==> src/rtl/timer_pkg.sv <==
// -----------------------------------------------------------------------------
// timer_pkg
// Shared types and constants for the countdown timer slice.
//   state_t  : controller state encoding (SETUP, IDLE, RUN, PAUSE, DONE)
//   TIME_W   : width of the minute / second fields
//   SEC_MAX  : highest seconds value, reloaded on a minute borrow
//   MIN_MAX  : highest minutes value
// -----------------------------------------------------------------------------
package timer_pkg;

    localparam int TIME_W  = 6;
    localparam int SEC_MAX = 59;
    localparam int MIN_MAX = 59;

    typedef enum logic [2:0] {
        SETUP = 3'd0,
        IDLE  = 3'd1,
        RUN   = 3'd2,
        PAUSE = 3'd3,
        DONE  = 3'd4
    } state_t;

endpackage

==> src/rtl/tick_gen.sv <==
// -----------------------------------------------------------------------------
// tick_gen
// Free-running period counter. Counts 0..TICK_CYCLES-1 while en is high and
// is forced back to 0 whenever en is low, so every enable starts a fresh,
// full-length period.
//   clk   : system clock
//   rst_n : asynchronous active-low reset
//   en    : count enable; low clears the counter on the next edge
//   tick  : high during the last cycle of each period (counter at maximum)
// -----------------------------------------------------------------------------
module tick_gen #(
    parameter int TICK_CYCLES = 100_000_000
) (
    input  logic clk,
    input  logic rst_n,
    input  logic en,
    output logic tick
);

    localparam int CNT_W = (TICK_CYCLES > 1) ? $clog2(TICK_CYCLES) : 1;
    localparam logic [CNT_W-1:0] CNT_MAX = CNT_W'(TICK_CYCLES - 1);

    logic [CNT_W-1:0] cnt_reg;

    always_ff @(posedge clk or negedge rst_n) begin
        if (!rst_n) begin
            cnt_reg <= '0;
        end else if (!en || cnt_reg == CNT_MAX) begin
            cnt_reg <= '0;
        end else begin
            cnt_reg <= cnt_reg + 1'b1;
        end
    end

    assign tick = (cnt_reg == CNT_MAX);

endmodule

==> src/rtl/countdown_timer.sv <==
// -----------------------------------------------------------------------------
// countdown_timer
// Counts a minute/second preset down to 00:00 at one decrement per tick, with
// start/pause/resume/rearm from a single one-cycle button pulse.
//   clk         : system clock
//   rst_n       : asynchronous active-low reset
//   mode        : 1 = track preset (SETUP), 0 = run controls
//   start_pulse : start / pause / resume / rearm
//   min_init    : preset minutes
//   sec_init    : preset seconds
//   min_cnt     : current minutes
//   sec_cnt     : current seconds
//   running     : high while in RUN
//   done        : high while in DONE
//   done_blink  : display blank strobe for the DONE indication
// Build option: COUNTDOWN_TIMER_BLINK_EN makes done_blink toggle every
// HALF_CYCLES cycles while in DONE; otherwise done_blink simply follows done.
// -----------------------------------------------------------------------------
module countdown_timer
    import timer_pkg::*;
#(
    parameter int TICK_CYCLES = 100_000_000,
    parameter int HALF_CYCLES = TICK_CYCLES / 2
) (
    input  logic              clk,
    input  logic              rst_n,
    input  logic              mode,
    input  logic              start_pulse,
    input  logic [TIME_W-1:0] min_init,
    input  logic [TIME_W-1:0] sec_init,
    output logic [TIME_W-1:0] min_cnt,
    output logic [TIME_W-1:0] sec_cnt,
    output logic              running,
    output logic              done,
    output logic              done_blink
);

    state_t            state_reg, state_next;
    logic [TIME_W-1:0] min_reg, min_next;
    logic [TIME_W-1:0] sec_reg, sec_next;
    logic              running_reg;
    logic              done_reg;
    logic              tick;
    logic              tick_en;

    // The period counter runs only while we stay in RUN; any exit (pause,
    // done, setup) clears it so a later resume waits a full period.
    assign tick_en = (state_reg == RUN) && (state_next == RUN);

    tick_gen #(
        .TICK_CYCLES(TICK_CYCLES)
    ) u_tick_gen (
        .clk  (clk),
        .rst_n(rst_n),
        .en   (tick_en),
        .tick (tick)
    );

    always_comb begin
        state_next = state_reg;
        min_next   = min_reg;
        sec_next   = sec_reg;
        if (mode) begin
            state_next = SETUP;
            min_next   = min_init;
            sec_next   = sec_init;
        end else begin
            case (state_reg)
                SETUP: state_next = IDLE;
                IDLE: begin
                    if (start_pulse) begin
                        state_next = (min_reg == '0 && sec_reg == '0) ? DONE : RUN;
                    end
                end
                RUN: begin
                    // A pause coinciding with a tick discards the tick.
                    if (start_pulse) begin
                        state_next = PAUSE;
                    end else if (tick) begin
                        if (sec_reg != '0) begin
                            sec_next = sec_reg - 1'b1;
                        end else begin
                            sec_next = TIME_W'(SEC_MAX);
                            min_next = min_reg - 1'b1;
                        end
                        if (min_next == '0 && sec_next == '0) begin
                            state_next = DONE;
                        end
                    end
                end
                PAUSE: begin
                    if (start_pulse) begin
                        state_next = RUN;
                    end
                end
                DONE: begin
                    if (start_pulse) begin
                        state_next = IDLE;
                        min_next   = min_init;
                        sec_next   = sec_init;
                    end
                end
                default: state_next = IDLE;
            endcase
        end
    end

    always_ff @(posedge clk or negedge rst_n) begin
        if (!rst_n) begin
            state_reg   <= IDLE;
            min_reg     <= '0;
            sec_reg     <= '0;
            running_reg <= 1'b0;
            done_reg    <= 1'b0;
        end else begin
            state_reg   <= state_next;
            min_reg     <= min_next;
            sec_reg     <= sec_next;
            running_reg <= (state_next == RUN);
            done_reg    <= (state_next == DONE);
        end
    end

    assign min_cnt = min_reg;
    assign sec_cnt = sec_reg;
    assign running = running_reg;
    assign done    = done_reg;

`ifdef COUNTDOWN_TIMER_BLINK_EN
    logic blink_reg;
    logic half_tick;
    logic half_en;

    assign half_en = (state_reg == DONE) && (state_next == DONE);

    tick_gen #(
        .TICK_CYCLES(HALF_CYCLES)
    ) u_blink_gen (
        .clk  (clk),
        .rst_n(rst_n),
        .en   (half_en),
        .tick (half_tick)
    );

    // Starts lit on DONE entry, flips at the end of every half period.
    always_ff @(posedge clk or negedge rst_n) begin
        if (!rst_n) begin
            blink_reg <= 1'b0;
        end else if (state_next != DONE) begin
            blink_reg <= 1'b0;
        end else if (state_reg != DONE) begin
            blink_reg <= 1'b1;
        end else if (half_tick) begin
            blink_reg <= ~blink_reg;
        end
    end

    assign done_blink = blink_reg;
`else
    assign done_blink = done_reg;
`endif

endmodule

==> config.mk <==
export PLATFORM = sky130hd
export DESIGN_NAME = countdown_timer
export DESIGN_NICKNAME = d
export VERILOG_FILES = /design/src/rtl/timer_pkg.sv /design/src/rtl/tick_gen.sv /design/src/rtl/countdown_timer.sv
export SDC_FILE = /design/constraint.sdc
export NUM_CORES = 1
export LEC_CHECK = 0
export CORE_UTILIZATION = 61
export CTS_BUF_LIST = sky130_fd_sc_hd__clkbuf_4 sky130_fd_sc_hd__clkbuf_8 sky130_fd_sc_hd__clkbuf_16
export DETAILED_ROUTE_END_ITERATION = 8
export PLACE_DENSITY = 0.84
export SYNTH_ARGS = -nofsm -noshare
export SYNTH_HDL_FRONTEND = slang
export SYNTH_SLANG_ARGS = --single-unit
export TNS_END_PERCENT = 1
==> constraint.sdc <==
create_clock -name clk -period 5.3 [get_ports clk]
set_clock_uncertainty 0.2 [all_clocks]
set_input_delay 1.06 -clock clk [delete_from_list [all_inputs] [get_ports clk]]
set_output_delay 1.06 -clock clk [all_outputs]
set_load 0.02 [all_outputs]
Word level (Yosys, flattened, before mapping)
Cells that the tools add are included.
{ "word_totals": {"regBits": 44, "in_bits": 16} }
{ "op_classes": {"eq_ne": 10, "n_mux": 30, "reduce_logical": 12, "add_sub_neg": 3} }
{ "ops": {"columns": ["operator", "count"], "rows": [
  ["6-bit 2-to-1 mux", 18],
  ["27-bit by 1-bit adder with 27-bit output, second input constant", 1],
  ["27-bit == test, second input constant", 1],
  ["27-bit 2-to-1 mux", 1],
  ["6-bit logical NOT", 4],
  ["3-bit 2-to-1 mux", 8],
  ["6-bit case mux with 2 select lines", 2],
  ["3-bit case mux with 4 select lines", 1],
  ["6-bit by 1-bit subtractor with 6-bit output, second input constant", 2],
  ["3-bit by 2-bit == test with 1-bit output, second input constant", 3],
  ["3-bit inequality test, second input constant", 3],
  ["3-bit == test, second input constant", 2],
  ["6-bit nonzero test", 1],
  ["4-bit AND reduction", 1],
  ["3-bit by 1-bit == test with 1-bit output, second input constant", 1],
  ["1-bit logical AND", 3],
  ["3-bit nonzero test", 1],
  ["1-bit logical NOT", 1],
  ["1-bit logical OR", 1]
]} }

Logic depth before layout (Yosys ltp)
{ "depth": {"ltp_word": 18, "ltp_mapped": 8} }

By module
From an unflattened synthesis, not the netlist that was laid out.
{ "unflattened": {"hier_cells": 287, "area_unflattened_um2": 2567.5} }
{ "by_module_without_submodules": {"columns": ["mod", "cells_each", "instances", "area_each_um2", "seq_area_each_um2"], "rows": [
  ["tick_gen", 150, 1, 1421.4, 675.6],
  ["countdown_timer", 137, 1, 1146.1, 426.7]
]} }

Worst setup path after synthesis
No wires, ideal clock.
{ "synth_timing": {"kind": "input port to flip-flop", "start": "input start_pulse", "end": "register min_reg[2], in the netlist min_cnt[2]", "path_buffers": 2, "path_slack_ps": 2566, "arrival_ps": 2400, "stages": 7, "required_ps": 4966, "cell_sequence": "clkbuf_1 or3b_1 nor4_2 a21oi_1 buf_2 a2111oi_2 a211oi_1"} }
{ "synth_via": {"elab_chain_cells": 2, "elab_cells_between_ends": 3, "cone_classes": "eq/ne: 2; reduce/logical: 1"} }
{ "synth_lines": {"columns": ["element", "line_no", "text"], "rows": [
  ["start: declaration", "countdown_timer.sv:28", "input logic start_pulse,"],
  ["3-bit inequality test (no line)", null, null],
  ["4-bit AND reduction (no line) (*)", null, null],
  ["end signal: assignment", "countdown_timer.sv:117", "min_reg <= min_next;"],
  ["end: declaration", "countdown_timer.sv:39", "logic [TIME_W-1:0] min_reg, min_next;"]
]} }
Every way passes the cells marked *; elsewhere a longest branch is shown, timed or not.
A chain may end at the register's enable or synchronous reset.

Final worst setup path
{ "layout_timing": {"start": "input start_pulse", "end": "register sec_reg[4], in the netlist sec_cnt[4]"} }
{ "layout_via": {"elab_chain_cells": 2, "elab_cells_between_ends": 3, "cone_classes": "eq/ne: 2; reduce/logical: 1"} }
{ "layout_lines": {"columns": ["element", "line_no", "text"], "rows": [
  ["3-bit inequality test (no line)", null, null],
  ["4-bit AND reduction (no line) (*)", null, null],
  ["end signal: assignment", "countdown_timer.sv:118", "sec_reg <= sec_next;"],
  ["end: declaration", "countdown_timer.sv:40", "logic [TIME_W-1:0] sec_reg, sec_next;"]
]} }
Marked as above.

==> run_results.csv <==
group,metric,value,unit
outcome,status,"finished, final reports clean",
floorplanning,core,0.00435,sq mm
setup_path,worstPathRequired,5310,ps
cts,clk_pin_slew,90,ps
floorplanning,pin_count,31,
synth,yosysMostFrequentCell,"nor2_1",
sta,hold_viol,0,
synth,synth-seq-cells,44,
floorplanning,dieHeight,69.5,um
route,dr_total_vias,2444,
min_path,min_from,"u_tick_gen.cnt_reg[0]",
setup_path,crit_buf_inv,1,
synth,syn-num-nets,333,
floorplanning,die_area,0.00483,sq mm
synth,synth_edf_count,0,
setup_path,path_cells,"clkdlybuf4s50_1 > or3b_1 > nor4_2 > a21oi_1 > o311a_1 > a221o_1",
setup_path,r2r_slack,2630,ps
cts,ctsHtreeMaxLevel,2,
synth,async_flop_share,1.00,
setup_path,crit_slowest_cell,"clkdlybuf4s50_1",
route,wl_per_cell,16.8,um
setup_path,rr_endpoint,"running",
setup_path,crit_arrival,3170,ps
finish,largest_register_ffs,27,
setup_path,end_kind,"flip-flop",
grt,grt_util_all_layers,0.287,
synth,syn_inst,313,
pwr,peakVddDrop,164,uV
route,via_per_inst,6.32,
setup_path,crit_family,"compound AO/OA/AOI/OAI gates",
sta,hold_ws,292,ps
setup_path,reg2regPathDepth,7,
pwr,finalPower,0.740,mW
cts,cts_buffers,5,
placement,gp_congestion,0.875,
floorplanning,die_w,69.5,um
cts,post_cts_resized,0,
setup_path,cp-start-kind,"input pin",
sta,setup_viol,0,
synth,yosys.area.top_type_share,0.387,
route,dr.pass1.iters,4,
setup_path,path_class,"input pin to flip-flop",
cts,postCtsSetupBuffers,0,
grt,grt_pass1_vias,2414,
placement,post_dp_cell_area,0.00306,sq mm
synth,yosysWarnings,0,
synth,seq_area_frac_synth,0.396,
setup_path,slowest_delay,570,ps
cts,cts_root_buffer,"clkbuf_8",
finish,final_nets,354,
placement,io_buffers,30,
route,drt_iter0_drc,219,
grt,grt_pass1_wl,11.0,mm
cts,clock_latency,310,ps
route,drc,0,
finish,n_antenna_cell,0,
sta,fmax,316,MHz
sta,fin_crit_sh,0.597,
synth,synth_cell_types,59,
synth,synth_commonest_cells,"nor2_1, dfrtp_1, nand2_1",
sta,max_slew_margin,0.356,
floorplanning,start_util,0.639,
finish,nFillCells,359,
cts,cts.sinks,44,
synth,yosys.area.top_type,"dfrtp_1",
synth,syn_area_per_cell,8.88,sq um
finish,syn2layout_area_growth,13.4,%
route,postRouteWirelength,6.49,mm
pwr,p_leak,1.21,nW
min_path,hold_path_class,"flip-flop to flip-flop",
synth,synth_ff_type,"dfrtp_1",
floorplanning,rows,24,
placement,hpwl,4.51,mm
min_path,holdPathEnd,"u_tick_gen.cnt_reg[0]",
setup_path,crit_fanout,11,
synth,syn-cell-area,0.00278,sq mm
finish,final_util,0.724,
grt,gr-total-overflow,0,
synth,synth.area.top_cells,"dfrtp_1, nor2_1, xor2_1",
finish,final_area,0.00315,sq mm
route,ant_nets,0,
cts,cts_tree,"yes",
cts,clockBufferDepth,2,
setup_path,rr_startpoint,"sec_cnt[0]",
job,cap_violations,0,
min_path,min_path_cells,1,
sta,drv_slew,0,
cts,holdBufCountCts,0,
sta,setup_tns,0,ps
sta,worstMarginPinSlew,966,ps
sta,min_period,3160,ps
finish,layout-drive-gt1-share,0.0716,
pwr,powerDensity,235,mW/mm^2
grt,antenna_found_initial,0,
grt,grt_max_degree,45,
sta,rsz0062_at_grt,"no",
-- logic make-up after synthesis --
| group | Yosys count | share of synthesized area |
|---|---|---|
| buffers and inverters | 27 | 0.0455 |
| AO/OA/AOI/OAI | 56 | 0.154 |
| flip-flops | 44 | 0.396 |
| AND/OR/NAND/NOR | 155 | 0.301 |
| adder cells (fa/ha/maj) | 4 | 0.0180 |
| XOR/XNOR | 27 | 0.0851 |
-- layout by cell type (no fill, tap or decap), types with 5 or more instances in the layout --
master           instances
nand2_1                 23
xor2_1                  15
clkdlybuf4s50_1         29
xnor2_1                 12
o21ai_0                  7
dfrtp_1                 43
nand3_1                 18
nor2_1                  46
nor4_1                   8
clkbuf_8                 6
inv_1                   11
a21oi_1                 12
nand2b_1                 5
nand4_1                  8
nor3_1                  16
-- cell type report --
cell class	instances	area [sq um]	area share
timing repair buffer	30	295	0.0937
inverter	11	41.3	0.0131
tap	52	65.1	0.0206
multi-input combinational	242	1550	0.492
sequential	44	1100	0.350
clock buffer	8	97.6	0.0310
-- worst max-delay path by stage --
stage                start         end  slack [ps]  cells past startpoint
3_3_place_gp   start_pulse  sec_cnt[4]        1850                      6
2_1_floorplan  start_pulse  min_cnt[2]        2570                      7
6_report       start_pulse  sec_cnt[4]        2140                      6
4_1_cts        start_pulse  sec_cnt[4]        2170                      6
5_1_grt        start_pulse  min_cnt[1]        1990                      6
3_5_place_dp   start_pulse  sec_cnt[4]        1850                      6
-- per-stage QoR --
step,setup slack [ps],instances
floorplan,2570,313
global placement,1850,379
detailed placement,1850,379
CTS,2170,387
global route,1990,387
finish,2140,387
-- metal layers --
metal	GRT usage	share of wire	wire length, um	vias up
li1	-	-	-	1181
met1	0.371	0.44	2830	1177
met2	0.464	0.49	3180	71
met3	0.0538	0.048	314	15
met4	0.143	0.024	158	0
met5	0	0	0	-
-- worst reg2reg max path, delay by kind of cell, from the launching register on --
kind / cells / cell delay [ps]
AND/OR/NAND/NOR: 3 / 840
AO/OA/AOI/OAI: 2 / 650
flip-flops: 1 / 460
adder cells (fa/ha/maj): 1 / 280
buffers and inverters: 1 / 100
-- where the power goes --
part | switching, mW | internal (mW)
sequential | 0.0295 | 0.349
clock | 0.116 | 0.117
combinational | 0.0708 | 0.0585
total | 0.216 | 0.524
(Power assumes the default switching activity.)
==> edit 1 (same settings) <==
`TICK_CYCLES` is set to 100_000_000 in 2 places; all go to 200_000_000.
--- a/src/rtl/tick_gen.sv
+++ b/src/rtl/tick_gen.sv
@@ -9,7 +9,7 @@
 //   tick  : high during the last cycle of each period (counter at maximum)
 // -----------------------------------------------------------------------------
 module tick_gen #(
-    parameter int TICK_CYCLES = 100_000_000
+    parameter int TICK_CYCLES = 200_000_000
 ) (
     input  logic clk,
     input  logic rst_n,
--- a/src/rtl/countdown_timer.sv
+++ b/src/rtl/countdown_timer.sv
@@ -19,7 +19,7 @@
 module countdown_timer
     import timer_pkg::*;
 #(
-    parameter int TICK_CYCLES = 100_000_000,
+    parameter int TICK_CYCLES = 200_000_000,
     parameter int HALF_CYCLES = TICK_CYCLES / 2
 ) (
     input  logic              clk,
Formal check against the unedited RTL: same outputs for any inputs over 10 cycles, from zero or initial values and one cycle with rst_n low; that may be too few to reach the edited logic, so the function may still have changed.
==> edit 1 against the unedited design <==
- core utilization rose by 1.8 points
- sequential cell count grew 1
- setup slack lost 0.0086 ns
- wire length decreased by 8.2%
- total power shrank 7.5%
- highest routed layer unchanged
- final area decreased by 3.8%
- synthesized area down 4.9%
==> edit 1: results (changes against the unedited design) <==
stage,metric,value,unit,change
routing,vias,2298,,-6.0%
setup_path,cp_slowest_stage_delay,0.52,ns,-0.05 ns
synth,synthTopCellsByCount,"49 x nor2_1, 44 x dfrtp_1, 21 x nand2_1, 21 x nand3_1, 17 x xnor2_1",,
finish,fillers,304,,-15%
synth,yosysUniqueCellTypes,58,,-1.7%
finish,n_antenna_cell,0,,unchanged
setup_path,cp_max_fo,7,,-4
sta,tns,0,ns,unchanged
routing,drt-total-wl,5.96,mm,-8.2%
clock_network,max-clock-path-buffers,2,,unchanged
global_routing,grt_max_degree,46,,+2.2%
pwr,ir_drop,0.184,mV,+12%
sta,tightest_slew,0.973,ns,+0.00625 ns
setup_path,crit_family,simple AND/OR/NAND/NOR gates,,
run_status,status,completed,,
setup_path,worst_path_max_delay_cell,clkdlybuf4s50_1,,
placement,dp_hpwl,4.22,mm,-6.4%
clock_network,cts-root-buf,clkbuf_8,,
clock_network,worstSkewPairLatency,0.29,ns,-0.02 ns
routing,drt_iter0_drc,284,,+30%
synth,yosysWarnings,0,,unchanged
synth,yosysSeqAreaShare,42.6,%,+3.0 points
global_routing,grt_pass1_wl,9.52,mm,-13%
placement,pre_cts_slack,1.86,ns,+0.0161 ns
finish,largest_reg_flops,28,,+3.7%
synth,synth_nets,322,,-3.3%
pwr,power_leakage,1.17,nW,-2.8%
finish,nNetsFinal,345,,-2.5%
placement,dpl_cell_area,2940,sq um,-3.7%
setup_path,crit_arrival,3.17,ns,about the same
placement,gp_congestion,0.911,,+4.1%
finish,drive_above_1_share,6.75,%,-0.42 points
sta,finalMaxSlewViolations,0,,unchanged
clock_network,h-tree-depth,2,,unchanged
synth,ys.flop_type,dfrtp_1,,
global_routing,first_global_vias,2061,,-15%
finish,fin_util,74.2,%,+1.8 points
synth,ys_top_cells_by_area,"dfrtp_1 42%, nor2_1 7.0%, xnor2_1 5.6%",,
clock_network,postCtsResizedCells,0,,unchanged
clock_network,clkTransAtPathRegs,0.08,ns,
clock_network,post_cts_buffers,0,,unchanged
global_routing,grt_usage,28.6,%,-0.15 points
placement,io_buffers,30,,unchanged
global_routing,antenna_found_initial,0,,unchanged
[edit 1: power by group]
part	internal, W	switching, W	total [W]
Clock	0.000103	0.000110	0.000213
Sequential	0.000354	0.0000214	0.000376
Combinational	0.0000462	0.0000504	0.0000966
[edit 1: metrics by stage]
stage	total power, W	cells
floorplan	0.000429	302
global placement	0.000476	368
detailed placement	0.000478	368
CTS	0.000686	376
global route	0.000712	376
finish	0.000685	376
[edit 1: layer usage]
layer  wire length [microns]  global-route usage, %  share of wire [%]  vias up
met5                       0                      0                  0        -
met4                      85                   9.38                1.4        0
met3                     296                   6.00                5.0       11
met2                    2830                   45.8                 48       79
met1                    2740                   38.7                 46     1088
li1                        -                      -                  -     1120
[edit 1: cell type report]
type,count,share of cell area (%)
Clock inverter,1,0.165
Clock buffer,7,2.77
Tap cell,50,2.06
Timing Repair Buffer,30,9.74
Multi-Input combinational cell,230,46.5
Inverter,13,1.61
Sequential cell,45,37.2
[edit 1: final timing paths]
path	slack, ns	end	cells past startpoint	start
min	0.26	u_tick_gen.cnt_reg[0]	1	u_tick_gen.cnt_reg[0]
max reg2reg	2.46	running	8	sec_cnt[0]
max in group asynchronous	3.57	u_tick_gen.cnt_reg[4]	1	rst_n
min in group asynchronous	0.71	min_cnt[1]	1	rst_n
max	2.13	sec_cnt[5]	6	start_pulse
min reg2reg	0.26	u_tick_gen.cnt_reg[0]	1	u_tick_gen.cnt_reg[0]
[edit 1: logic make-up after synthesis]
logic type / count (synthesis) / synth area share (%)
fa+ha+maj: 4 / 1.89
xor+xnor: 26 / 8.61
simple gates: 158 / 31.6
flops: 45 / 42.6
compound gates: 42 / 11.2
buf+inv: 27 / 4.12
==> edit 2 (same settings) <==
Without the edit above. Re-encode `state_t` (5 states) as one-hot, 5 bits wide.
--- a/src/rtl/timer_pkg.sv
+++ b/src/rtl/timer_pkg.sv
@@ -12,12 +12,12 @@
     localparam int SEC_MAX = 59;
     localparam int MIN_MAX = 59;
 
-    typedef enum logic [2:0] {
-        SETUP = 3'd0,
-        IDLE  = 3'd1,
-        RUN   = 3'd2,
-        PAUSE = 3'd3,
-        DONE  = 3'd4
+    typedef enum logic [4:0] {
+        SETUP = 5'b00001,
+        IDLE  = 5'b00010,
+        RUN   = 5'b00100,
+        PAUSE = 5'b01000,
+        DONE  = 5'b10000
     } state_t;
 
 endpackage
Check against the original RTL: same outputs for any inputs over 10 cycles, from zero or initial values and one cycle with rst_n low; not proved beyond that.
==> edit 2 against the unedited design <==
- core utilization rose by 2.6 points
- global-route usage rose by 1.7 points
- register-to-register slack got worse by 0.33 ns
- die area fell by 2.6%
- wire length fell by 0.92%
- total power rose by 11%
- critical endpoint is now running
- count of clock-buffer cells in the layout fell by 1
- setup slack got worse by 0.18 ns
- cell count fell by 4.1%
- final area fell by 2.1%
- via count fell by 3.0%
- sequential cell count rose by 2
- synthesized area fell by 2.7%
==> edit 2: results (changes against the unedited design) <==
stage,metric,value,unit,change
run_status,status,completed,,
pwr,ir_drop,0.171,mV,+4.0%
global_routing,grt_max_degree,47,,+4.4%
placement,gp_congestion,0.924,,+5.6%
routing,wire_per_inst,17.3,microns,+3.3%
global_routing,grt_pass1_wl,10.3,mm,-5.9%
synth,yosysSeqAreaShare,42.6,%,+3.0 points
global_routing,grt_usage,30.5,%,+1.7 points
finish,drive_above_1_share,6.85,%,-0.31 points
worst_hold_path,hold_depth,2,,+1
synth,synthTopCellsByCount,"45 x dfrtp_1, 35 x nor2_1, 23 x xnor2_1, 19 x nor3_1, 18 x nand2_1",,
synth,ys_top_cells_by_area,"dfrtp_1 42%, xnor2_1 7.4%, nor2_1 4.9%",,
finish,largest_reg_flops,27,,unchanged
routing,vias_per_cell,6.39,,+1.2%
sta,relSlewSlack,32.9,%,-2.7 points
setup_path,cp_max_fo,7,,-4
setup_path,crit_arrival,3.38,ns,+0.21 ns
pwr,power_leakage,1.15,nW,-4.4%
clock_network,clkTransAtPathRegs,0.08,ns,
clock_network,h-tree-depth,2,,unchanged
synth,synth_nets,317,,-4.8%
routing,dr.pass1.iters,5,,+1
global_routing,first_global_vias,2175,,-9.9%
finish,fillers,309,,-14%
routing,drt_iter0_drc,211,,-3.7%
placement,pre_cts_slack,1.90,ns,+0.0548 ns
placement,dp_hpwl,4.21,mm,-6.6%
finish,nNetsFinal,340,,-4.0%
## edit 2: cell types whose count changed after synthesis, moves of 5 or more
| cell | change |
|---|---|
| nand2_1 | -5 |
| nor2_1 | -11 |
| o211ai_1 | +7 |
| or3_1 | +7 |
| xnor2_1 | +11 |
| xor2_1 | -10 |
## edit 2: path summary, 6_finish.rpt
kind / start / end / slack [ns]
setup / recovery: start_pulse / running / 1.96
hold / removal: u_tick_gen.cnt_reg[16] / u_tick_gen.cnt_reg[16] / 0.35
setup reg to reg: sec_cnt[0] / running / 2.30
hold reg to reg: u_tick_gen.cnt_reg[16] / u_tick_gen.cnt_reg[16] / 0.35
max in group asynchronous: rst_n / u_tick_gen.cnt_reg[11] / 3.55
min in group asynchronous: rst_n / u_tick_gen.cnt_reg[1] / 0.71
## edit 2: layout make-up
cell class                 count  area, sq um  share of cell area (%)
multi-input combinational    226         1440                    46.7
inverter                      11         41.3                    1.34
clock buffer                   7         90.1                    2.92
tap                           50         62.6                    2.03
clock inverter                 1         5.00                   0.162
sequential                    46         1150                    37.3
timing repair buffer          30          295                    9.56
## edit 2: logic make-up (layout without fill, tap and decap cells)
kind of cell    count (synthesis)  after routing  share of synthesized area, %
fa+ha+maj                       4              4                          1.85
xor+xnor                       28             28                          9.07
compound gates                 55             55                          14.4
flops                          46             46                          42.6
buf+inv                        25             49                          4.12
mux                             5              5                          2.04
simple gates                  134            134                          25.9
## edit 2: routing by layer
| layer | vias up | wire length [microns] | global-route usage [%] |
|---|---|---|---|
| met1 | 1124 | 2780 | 41.4 |
| li1 | 1117 | - | - |
| met3 | 24 | 440 | 5.59 |
| met5 | - | 0 | 0 |
| met2 | 105 | 3020 | 47.5 |
| met4 | 0 | 184 | 13.0 |
## edit 2: power by group
part / internal [W] / switching [W] / total, W / leakage [nW]
sequential: 0.000371 / 0.0000413 / 0.000412 / 0.610
clock: 0.000110 / 0.000115 / 0.000225 / 0.0517
combinational: 0.0000885 / 0.0000934 / 0.000182 / 0.493
total: 0.000570 / 0.000250 / 0.000819 / 1.15
## edit 2: per-stage QoR
stage	hold WS [ns]	instance area (sq um)	std cells
finish	0.350	3090	371
global route	0.380	3090	371
CTS	0.353	3090	371
detailed placement	0.332	2990	363
global placement	0.325	2990	363
floorplan	0.292	2710	297
## edit 2: critical path, cell delays in order
cell and delay [ns]:
clkdlybuf4s50_1 0.62, inv_1 0.13, or3_1 0.37, nor4_1 0.59, o21ai_0 0.30, o21ba_2 0.31
